### src/rtl/regif_rd_resp_if.sv
// regif_rd_resp_if: REGIF master-read bus between a host-access read
// initiator (master) and a register read responder (slave).
interface regif_rd_resp_if;
  logic        IP2Bus_MstRd_Req;
  logic [31:0] IP2Bus_Mst_Addr;
  logic        Bus2IP_Mst_CmdAck;
  logic        Bus2IP_Mst_Cmplt;
  logic        Bus2IP_Mst_Error;
  logic [31:0] Bus2IP_MstRd_d;
  logic        Bus2IP_MstRd_src_rdy_n;

  modport master (
    output IP2Bus_MstRd_Req, IP2Bus_Mst_Addr,
    input  Bus2IP_Mst_CmdAck, Bus2IP_Mst_Cmplt, Bus2IP_Mst_Error,
    input  Bus2IP_MstRd_d, Bus2IP_MstRd_src_rdy_n
  );

  modport slave (
    input  IP2Bus_MstRd_Req, IP2Bus_Mst_Addr,
    output Bus2IP_Mst_CmdAck, Bus2IP_Mst_Cmplt, Bus2IP_Mst_Error,
    output Bus2IP_MstRd_d, Bus2IP_MstRd_src_rdy_n
  );
endinterface

### src/rtl/regif_rd_resp.sv
// regif_rd_resp: REGIF read responder. Accepts one master read at a time,
// decodes it against a local word window, fetches the word from the register
// bank over a strobe/valid port and returns a single beat with status.
// Optional build macro REGIF_RD_RESP_STATS_EN adds saturating good/error
// read counters (rd_ok_cnt, rd_err_cnt).
module regif_rd_resp #(
  parameter logic [31:0] ADDR_BASE      = 32'h0000_1000,
  parameter int          ADDR_WORDS     = 256,
  parameter int          TIMEOUT_CYCLES = 64,
  parameter logic [31:0] ERR_DATA       = 32'hDEAD_BEEF
) (
  input  logic                          clk,
  input  logic                          rst,
  regif_rd_resp_if.slave                bus,
  output logic                          reg_rd_en,
  output logic [$clog2(ADDR_WORDS)-1:0] reg_rd_addr,
  input  logic [31:0]                   reg_rd_data,
  input  logic                          reg_rd_valid,
  output logic                          busy
`ifdef REGIF_RD_RESP_STATS_EN
  ,
  output logic [31:0]                   rd_ok_cnt,
  output logic [31:0]                   rd_err_cnt
`endif
);
  localparam int            AW         = $clog2(ADDR_WORDS);
  localparam int            TW         = $clog2(TIMEOUT_CYCLES + 1);
  localparam logic [TW-1:0] TIMER_LAST = TW'(TIMEOUT_CYCLES - 1);

  typedef enum logic [2:0] {S_IDLE, S_ACK, S_WAIT, S_RESP, S_GAP} state_t;

  state_t        state_q;
  logic [TW-1:0] timer_q;
  logic          in_range_q;
  logic          ack_q;
  logic          en_q;
  logic          cmplt_q;
  logic          error_q;
  logic          src_rdy_n_q;
  logic          busy_q;
  logic [31:0]   data_q;
  logic [AW-1:0] addr_q;

  // Window decode straight off the request address; offset wraps modulo 2^32
  // so addresses below the base land far out of range.
  logic [31:0]   off_w;
  logic          in_range_w;
  logic [AW-1:0] idx_w;
  logic          unused_off;

  assign off_w      = bus.IP2Bus_Mst_Addr - ADDR_BASE;
  assign in_range_w = (bus.IP2Bus_Mst_Addr[1:0] == 2'b00) && (off_w[31:AW+2] == '0);
  assign idx_w      = off_w[AW+1:2];
  assign unused_off = ^off_w[1:0];

  // Transaction FSM; every bus-facing output is a register set on entry to the
  // state it belongs to, and strobes default low each cycle.
  always_ff @(posedge clk or posedge rst) begin
    if (rst) begin
      state_q     <= S_IDLE;
      timer_q     <= '0;
      in_range_q  <= 1'b0;
      ack_q       <= 1'b0;
      en_q        <= 1'b0;
      cmplt_q     <= 1'b0;
      error_q     <= 1'b0;
      src_rdy_n_q <= 1'b1;
      busy_q      <= 1'b0;
      data_q      <= '0;
      addr_q      <= '0;
    end else begin
      ack_q       <= 1'b0;
      en_q        <= 1'b0;
      cmplt_q     <= 1'b0;
      error_q     <= 1'b0;
      src_rdy_n_q <= 1'b1;
      case (state_q)
        S_IDLE: begin
          if (bus.IP2Bus_MstRd_Req) begin
            state_q    <= S_ACK;
            ack_q      <= 1'b1;
            busy_q     <= 1'b1;
            in_range_q <= in_range_w;
            if (in_range_w) begin
              en_q   <= 1'b1;
              addr_q <= idx_w;
            end
          end
        end
        S_ACK: begin
          if (in_range_q) begin
            timer_q <= '0;
            state_q <= S_WAIT;
          end else begin
            state_q     <= S_RESP;
            cmplt_q     <= 1'b1;
            error_q     <= 1'b1;
            src_rdy_n_q <= 1'b0;
            data_q      <= ERR_DATA;
          end
        end
        S_WAIT: begin
          // Data arriving on the last allowed cycle still counts as success.
          if (reg_rd_valid) begin
            state_q     <= S_RESP;
            cmplt_q     <= 1'b1;
            src_rdy_n_q <= 1'b0;
            data_q      <= reg_rd_data;
          end else if (timer_q == TIMER_LAST) begin
            state_q     <= S_RESP;
            cmplt_q     <= 1'b1;
            error_q     <= 1'b1;
            src_rdy_n_q <= 1'b0;
            data_q      <= ERR_DATA;
          end else begin
            timer_q <= timer_q + 1'b1;
          end
        end
        S_RESP: begin
          state_q <= S_GAP;
          busy_q  <= 1'b0;
        end
        S_GAP: begin
          // Dead cycle so a master dropping Req after CmdAck is not re-accepted.
          state_q <= S_IDLE;
        end
        default: state_q <= S_IDLE;
      endcase
    end
  end

  assign bus.Bus2IP_Mst_CmdAck      = ack_q;
  assign bus.Bus2IP_Mst_Cmplt       = cmplt_q;
  assign bus.Bus2IP_Mst_Error       = error_q;
  assign bus.Bus2IP_MstRd_d         = data_q;
  assign bus.Bus2IP_MstRd_src_rdy_n = src_rdy_n_q;
  assign reg_rd_en                  = en_q;
  assign reg_rd_addr                = addr_q;
  assign busy                       = busy_q;

`ifdef REGIF_RD_RESP_STATS_EN
  logic [31:0] ok_cnt_q;
  logic [31:0] err_cnt_q;

  // Saturating tallies of completed beats, bumped from the registered status.
  always_ff @(posedge clk or posedge rst) begin
    if (rst) begin
      ok_cnt_q  <= '0;
      err_cnt_q <= '0;
    end else if (cmplt_q) begin
      if (error_q) begin
        if (err_cnt_q != 32'hFFFF_FFFF) err_cnt_q <= err_cnt_q + 32'd1;
      end else begin
        if (ok_cnt_q != 32'hFFFF_FFFF) ok_cnt_q <= ok_cnt_q + 32'd1;
      end
    end
  end

  assign rd_ok_cnt  = ok_cnt_q;
  assign rd_err_cnt = err_cnt_q;
`endif
endmodule

### src/flat_wrapper.sv
// flat-port wrapper written by rule: the top's interface ports become plain ports
module regif_rd_resp_flat 
#(
  parameter logic [31:0] ADDR_BASE      = 32'h0000_1000,
  parameter int          ADDR_WORDS     = 256,
  parameter int          TIMEOUT_CYCLES = 64,
  parameter logic [31:0] ERR_DATA       = 32'hDEAD_BEEF
)
  (clk, rst, reg_rd_en, reg_rd_addr, reg_rd_data, reg_rd_valid, busy, bus_IP2Bus_MstRd_Req, bus_IP2Bus_Mst_Addr, bus_Bus2IP_Mst_CmdAck, bus_Bus2IP_Mst_Cmplt, bus_Bus2IP_Mst_Error, bus_Bus2IP_MstRd_d, bus_Bus2IP_MstRd_src_rdy_n);
  regif_rd_resp_if bus_i ();
  input  logic clk;
  input  logic rst;
  output logic reg_rd_en;
  output logic [$clog2(ADDR_WORDS)-1:0] reg_rd_addr;
  input  logic [31:0] reg_rd_data;
  input  logic reg_rd_valid;
  output logic busy;
  input wire logic [$bits(bus_i.IP2Bus_MstRd_Req)-1:0] bus_IP2Bus_MstRd_Req;
  input wire logic [$bits(bus_i.IP2Bus_Mst_Addr)-1:0] bus_IP2Bus_Mst_Addr;
  output wire logic [$bits(bus_i.Bus2IP_Mst_CmdAck)-1:0] bus_Bus2IP_Mst_CmdAck;
  output wire logic [$bits(bus_i.Bus2IP_Mst_Cmplt)-1:0] bus_Bus2IP_Mst_Cmplt;
  output wire logic [$bits(bus_i.Bus2IP_Mst_Error)-1:0] bus_Bus2IP_Mst_Error;
  output wire logic [$bits(bus_i.Bus2IP_MstRd_d)-1:0] bus_Bus2IP_MstRd_d;
  output wire logic [$bits(bus_i.Bus2IP_MstRd_src_rdy_n)-1:0] bus_Bus2IP_MstRd_src_rdy_n;
  assign bus_i.IP2Bus_MstRd_Req = bus_IP2Bus_MstRd_Req;
  assign bus_i.IP2Bus_Mst_Addr = bus_IP2Bus_Mst_Addr;
  assign bus_Bus2IP_Mst_CmdAck = bus_i.Bus2IP_Mst_CmdAck;
  assign bus_Bus2IP_Mst_Cmplt = bus_i.Bus2IP_Mst_Cmplt;
  assign bus_Bus2IP_Mst_Error = bus_i.Bus2IP_Mst_Error;
  assign bus_Bus2IP_MstRd_d = bus_i.Bus2IP_MstRd_d;
  assign bus_Bus2IP_MstRd_src_rdy_n = bus_i.Bus2IP_MstRd_src_rdy_n;
  regif_rd_resp #(.ADDR_BASE(ADDR_BASE), .ADDR_WORDS(ADDR_WORDS), .TIMEOUT_CYCLES(TIMEOUT_CYCLES), .ERR_DATA(ERR_DATA)) u_core (.clk(clk), .rst(rst), .bus(bus_i), .reg_rd_en(reg_rd_en), .reg_rd_addr(reg_rd_addr), .reg_rd_data(reg_rd_data), .reg_rd_valid(reg_rd_valid), .busy(busy));
endmodule
### config.mk
export PLATFORM = sky130hd
export DESIGN_NAME = regif_rd_resp_flat
export DESIGN_NICKNAME = d
export VERILOG_FILES = /design/src/rtl/regif_rd_resp_if.sv /design/src/rtl/regif_rd_resp.sv /design/src/flat_wrapper.sv
export SDC_FILE = /design/constraint.sdc
export NUM_CORES = 1
export LEC_CHECK = 0
export BUFFER_PORTS_ARGS = -buffer_cell sky130_fd_sc_hd__buf_2
export CORE_MARGIN = 2
export CORE_UTILIZATION = 34
export CTS_CLUSTER_SIZE = 8
export DETAILED_ROUTE_END_ITERATION = 8
export GPL_ROUTABILITY_DRIVEN = 0
export PLACE_DENSITY = 0.64
export SYNTH_ARGS = -nofsm -noshare
export SYNTH_HDL_FRONTEND = slang
export SYNTH_SLANG_ARGS = --single-unit
export TNS_END_PERCENT = 100
### constraint.sdc
create_clock -name clk -period 2.25 [get_ports clk]
set_input_delay 0.225 -clock clk [delete_from_list [all_inputs] [get_ports clk]]
set_output_delay 0.225 -clock clk [all_outputs]
set_load 0.03 [all_outputs]
==> metrics.md <==
| Metric | Value |
|---|---|
| Outcome | `finished, final reports clean` |
| Die area | `7630 um2` |
| Worst setup EP type | `register` |
| Worst Hold Class | `input port to register` |
| Hold Path Depth | `2` |
| P_leak | `1.53 nW` |
| Delay-heaviest family, CP | `simple AND/OR/NAND/NOR gates` |
| IO Port Bufs | `roughly 110` |
| Die Width | `between 80 and 90 um` |
| DRT iter0 DRCs | `58` |
| Vias per std cell | `~4.9` |
| Post-Synthesis Cell Area | `2360 um2` |
| TritonCTS Sinks | `57` |
| Share of layout cells above drive strength 1 | `50.8%` |
| Synth top cells by count | `dfrtp_1 (56), o22a_1 (24), a22o_1 (8), mux2_2 (8), nand2_1 (6)` |
| N_diodes | `0` |
| Mux contribution to synthesized area | `3.82%` |
| 1st-pass router iterations | `4` |
| Hold Path End | `u_core.bus.Bus2IP_MstRd_d[14]$_DFFE_PP0P_` |
| Worst R2R Path Depth | `5` |
| # Post-CTS Setup Buffers | `0` |
| Post-synthesis compound-gate area fraction | `19.0%` |
| Post-CTS sizing | `0` |
| HP Start | `reg_rd_data[14]` |
| Final hold vios | `0` |
| Top-level I/O count | `114` |
| CP Buf/Inv Count | `2` |
| Largest cells by area after synthesis | `dfrtp_1 (59%), o22a_1 (8.9%), mux2_2 (3.8%), a22o_1 (3.0%), a2111oi_4 (1.2%)` |
| Slew Limit Fails | `0` |
| Yosys reg bits | `57` |
| Sequential share of the synthesized area | `60.5%` |
| Core Region | `6760 um2` |
| Clock Tree Buf Depth | `2` |
| Max IR drop VDD | `0.461 mV` |
| Critical path arrival | `2.11 ns` |
| Die H | `87.3 um` |
| Mapped Cells | `175` |
| Syn nets | `244` |
| Initial antenna violation count | `0` |
| CP Launch Type | `register` |
| WL per Instance | `13.4 um` |
| Critical path's slowest cell | `or4b_4` |
| Synth top area share | `59.4%` |
| Vias in the first global route | `1878` |
| Area grow syn2layout | `38.4%` |
| Fin crit share | `81.8%` |
| Worst path cell trace | `or4b_4, and3_1, buf_12, inv_2, a22o_1` |
| DR vias | `1881` |
| RSZ-0062 raised after global routing | `no` |
| Synth Area in XOR/XNOR | `less than 1%` |
| Rows | `30` |
| Setup Skew | `0.0115 ns` |
| Maxcap violations | `0` |
| Predominant post-synthesis flop cell | `dfrtp_1` |
| DRC | `0` |
| Largest family of logic cells by synthesized area | `compound AO/OA/AOI/OAI gates` |
| Hold WS | `0.118 ns` |
| Synth warn | `0` |
| Power, Total | `4.35 mW` |
| CP peak stage delay | `0.62 ns` |
| GRT Total Usage | `14.2%` |
| Asr flop ratio synth | `100%` |
| Crit Reg-Reg Endpoint | `u_core.bus.Bus2IP_MstRd_d[22]$_DFFE_PP0P_` |
| Hold Buf Count CTS | `1` |
| R2R Setup Slk | `0.41 ns` |
| WS Path Type | `register to register` |
| Largest net degree at the start of global routing | `27` |
| Yosys top cell by area | `dfrtp_1` |
| Most common cell in the netlist | `dfrtp_1` |
| Starting density of the core | `34.9%` |
| DP HPWL | `~3800 um` |
| Root buf cell | `clkbuf_8` |
| Grt total ovfl | `0` |
| Count of different cell masters after synthesis | `46` |
| Simple-gate portion of the synthesized area | `12.2%` |
| Syn avg cell area | `between 10 and 15 um2` |
| Fin crit period | `~1.8 ns` |
| First-pass GRT wire length | `8340 um` |
| Max Freq | `0.543 GHz` |
| Clock Latency Late Sink | `0.33 ns` |
| Clock-pin slew of the registers on the worst-case setup and hold paths | `0.07 ns` |
| Worst slew pin tran | `0.559 ns` |
| CTS tree | `built` |
| Post-synth EDFFs | `0` |
| Fin nets | `~370` |
| Cts bufs inserted | `9` |
| Worst r2r src | `u_core.state_q[1]$_DFFE_PP0P_` |
| H-tree depth | `3` |
| Crit-path max FO | `26` |
| Synth Area in Adders | `0.530%` |
| PwrDens | `1330 nW/um2` |
| Critical path depth | `5` |
| Number of setup violations in the final report | `0` |
| Final setup TNS | `0 ns` |
| Worst EP required | `2.52 ns` |
| WL final | `5120 um` |
| Headroom to the max-slew limit | `62.7%` |
| Post-DRT Antenna Nets | `0` |
-- worst max path at each step --
stage | startpoint | endpoint | slack [ns]
finish | u_core.state_q[1]$_DFFE_PP0P_ | u_core.bus.Bus2IP_MstRd_d[22]$_DFFE_PP0P_ | 0.41
global route | u_core.state_q[1]$_DFFE_PP0P_ | u_core.timer_q[5]$_DFFE_PP0P_ | 0.28
floorplan | u_core.timer_q[0]$_DFFE_PP0P_ | u_core.bus.Bus2IP_MstRd_d[14]$_DFFE_PP0P_ | 0.40
global placement | bus_IP2Bus_Mst_Addr[12] | u_core.reg_rd_addr[2]$_DFFE_PP0P_ | 0.43
detailed placement | bus_IP2Bus_Mst_Addr[12] | u_core.reg_rd_addr[6]$_DFFE_PP0P_ | 0.40
CTS | u_core.state_q[1]$_DFFE_PP0P_ | u_core.bus.Bus2IP_MstRd_d[22]$_DFFE_PP0P_ | 0.40
-- worst reg2reg max path: stages (launching register included) --
cell     delay [ns]
dfrtp_1        0.48
or4b_4         0.62
and3_1         0.22
buf_12         0.17
inv_2          0.14
a22o_1         0.15
-- per-stage QoR --
stage | cell area [um2] | setup slack [ns] | std cells | util [%]
after global placement | 3040 | 0.431 | 366 | 45.0
after CTS | 3270 | 0.403 | 383 | 48.4
after global routing | 3270 | 0.281 | 383 | 48.4
final | 3270 | 0.409 | 383 | 48.4
after detailed placement | 3040 | 0.399 | 366 | 45.0
after floorplan | 2360 | 0.400 | 175 | -
-- layout by cell type, fill, tap and decap left out, types with 3 or more instances in the layout --
cell type / instances
buf_2: 113
dfrtp_1: 56
o22a_1: 24
clkbuf_8: 10
a22o_1: 8
mux2_2: 8
nand2_1: 6
buf_4: 6
nand3_1: 5
o21ai_0: 5
inv_1: 4
or3_1: 3
nor3_1: 3
a21oi_1: 3
-- per-layer routing --
metal	vias to the layer above	wire, um	GRT usage (%)
li1	914	-	-
met1	872	2230	16.3
met2	90	2360	23.1
met3	5	463	6.07
met4	0	64	5.87
met5	-	0	0
-- cells by family (layout without fill, tap and decap cells) --
logic type,after synthesis,after routing
compound gates,51,51
xor+xnor,2,2
flops,57,57
buf+inv,15,143
simple gates,41,41
mux,8,8
fa+ha+maj,1,1
-- area by class of cell --
class	instances	area [um2]
fillers	630	3490
clock inverters	5	78.8
flip-flops and latches	57	1430
repair buffers	121	641
inverters	6	22.5
multi-input cells	103	857
clock buffers	11	141
well taps	80	100
-- power by group --
group	switching, mW	internal, mW
clock	0.397	0.652
sequential	0.212	1.35
combinational	1.08	0.662
total	1.69	2.66
-- flip-flops by register name, indices dropped and copies added, names as in the netlist --
name / flops
u_core.state_q: 3
u_core.timer_q: 7
u_core.bus.Bus2IP_Mst_Error: 1
u_core.bus.Bus2IP_MstRd_d: 32
u_core.busy: 1
u_core.in_range_q: 1
u_core.bus.Bus2IP_Mst_CmdAck: 1
u_core.reg_rd_addr: 8
u_core.bus.Bus2IP_Mst_Cmplt: 1
u_core.bus.Bus2IP_MstRd_src_rdy_n: 1
u_core.reg_rd_en: 1
No activity file was read; power rests on OpenSTA's default activity.
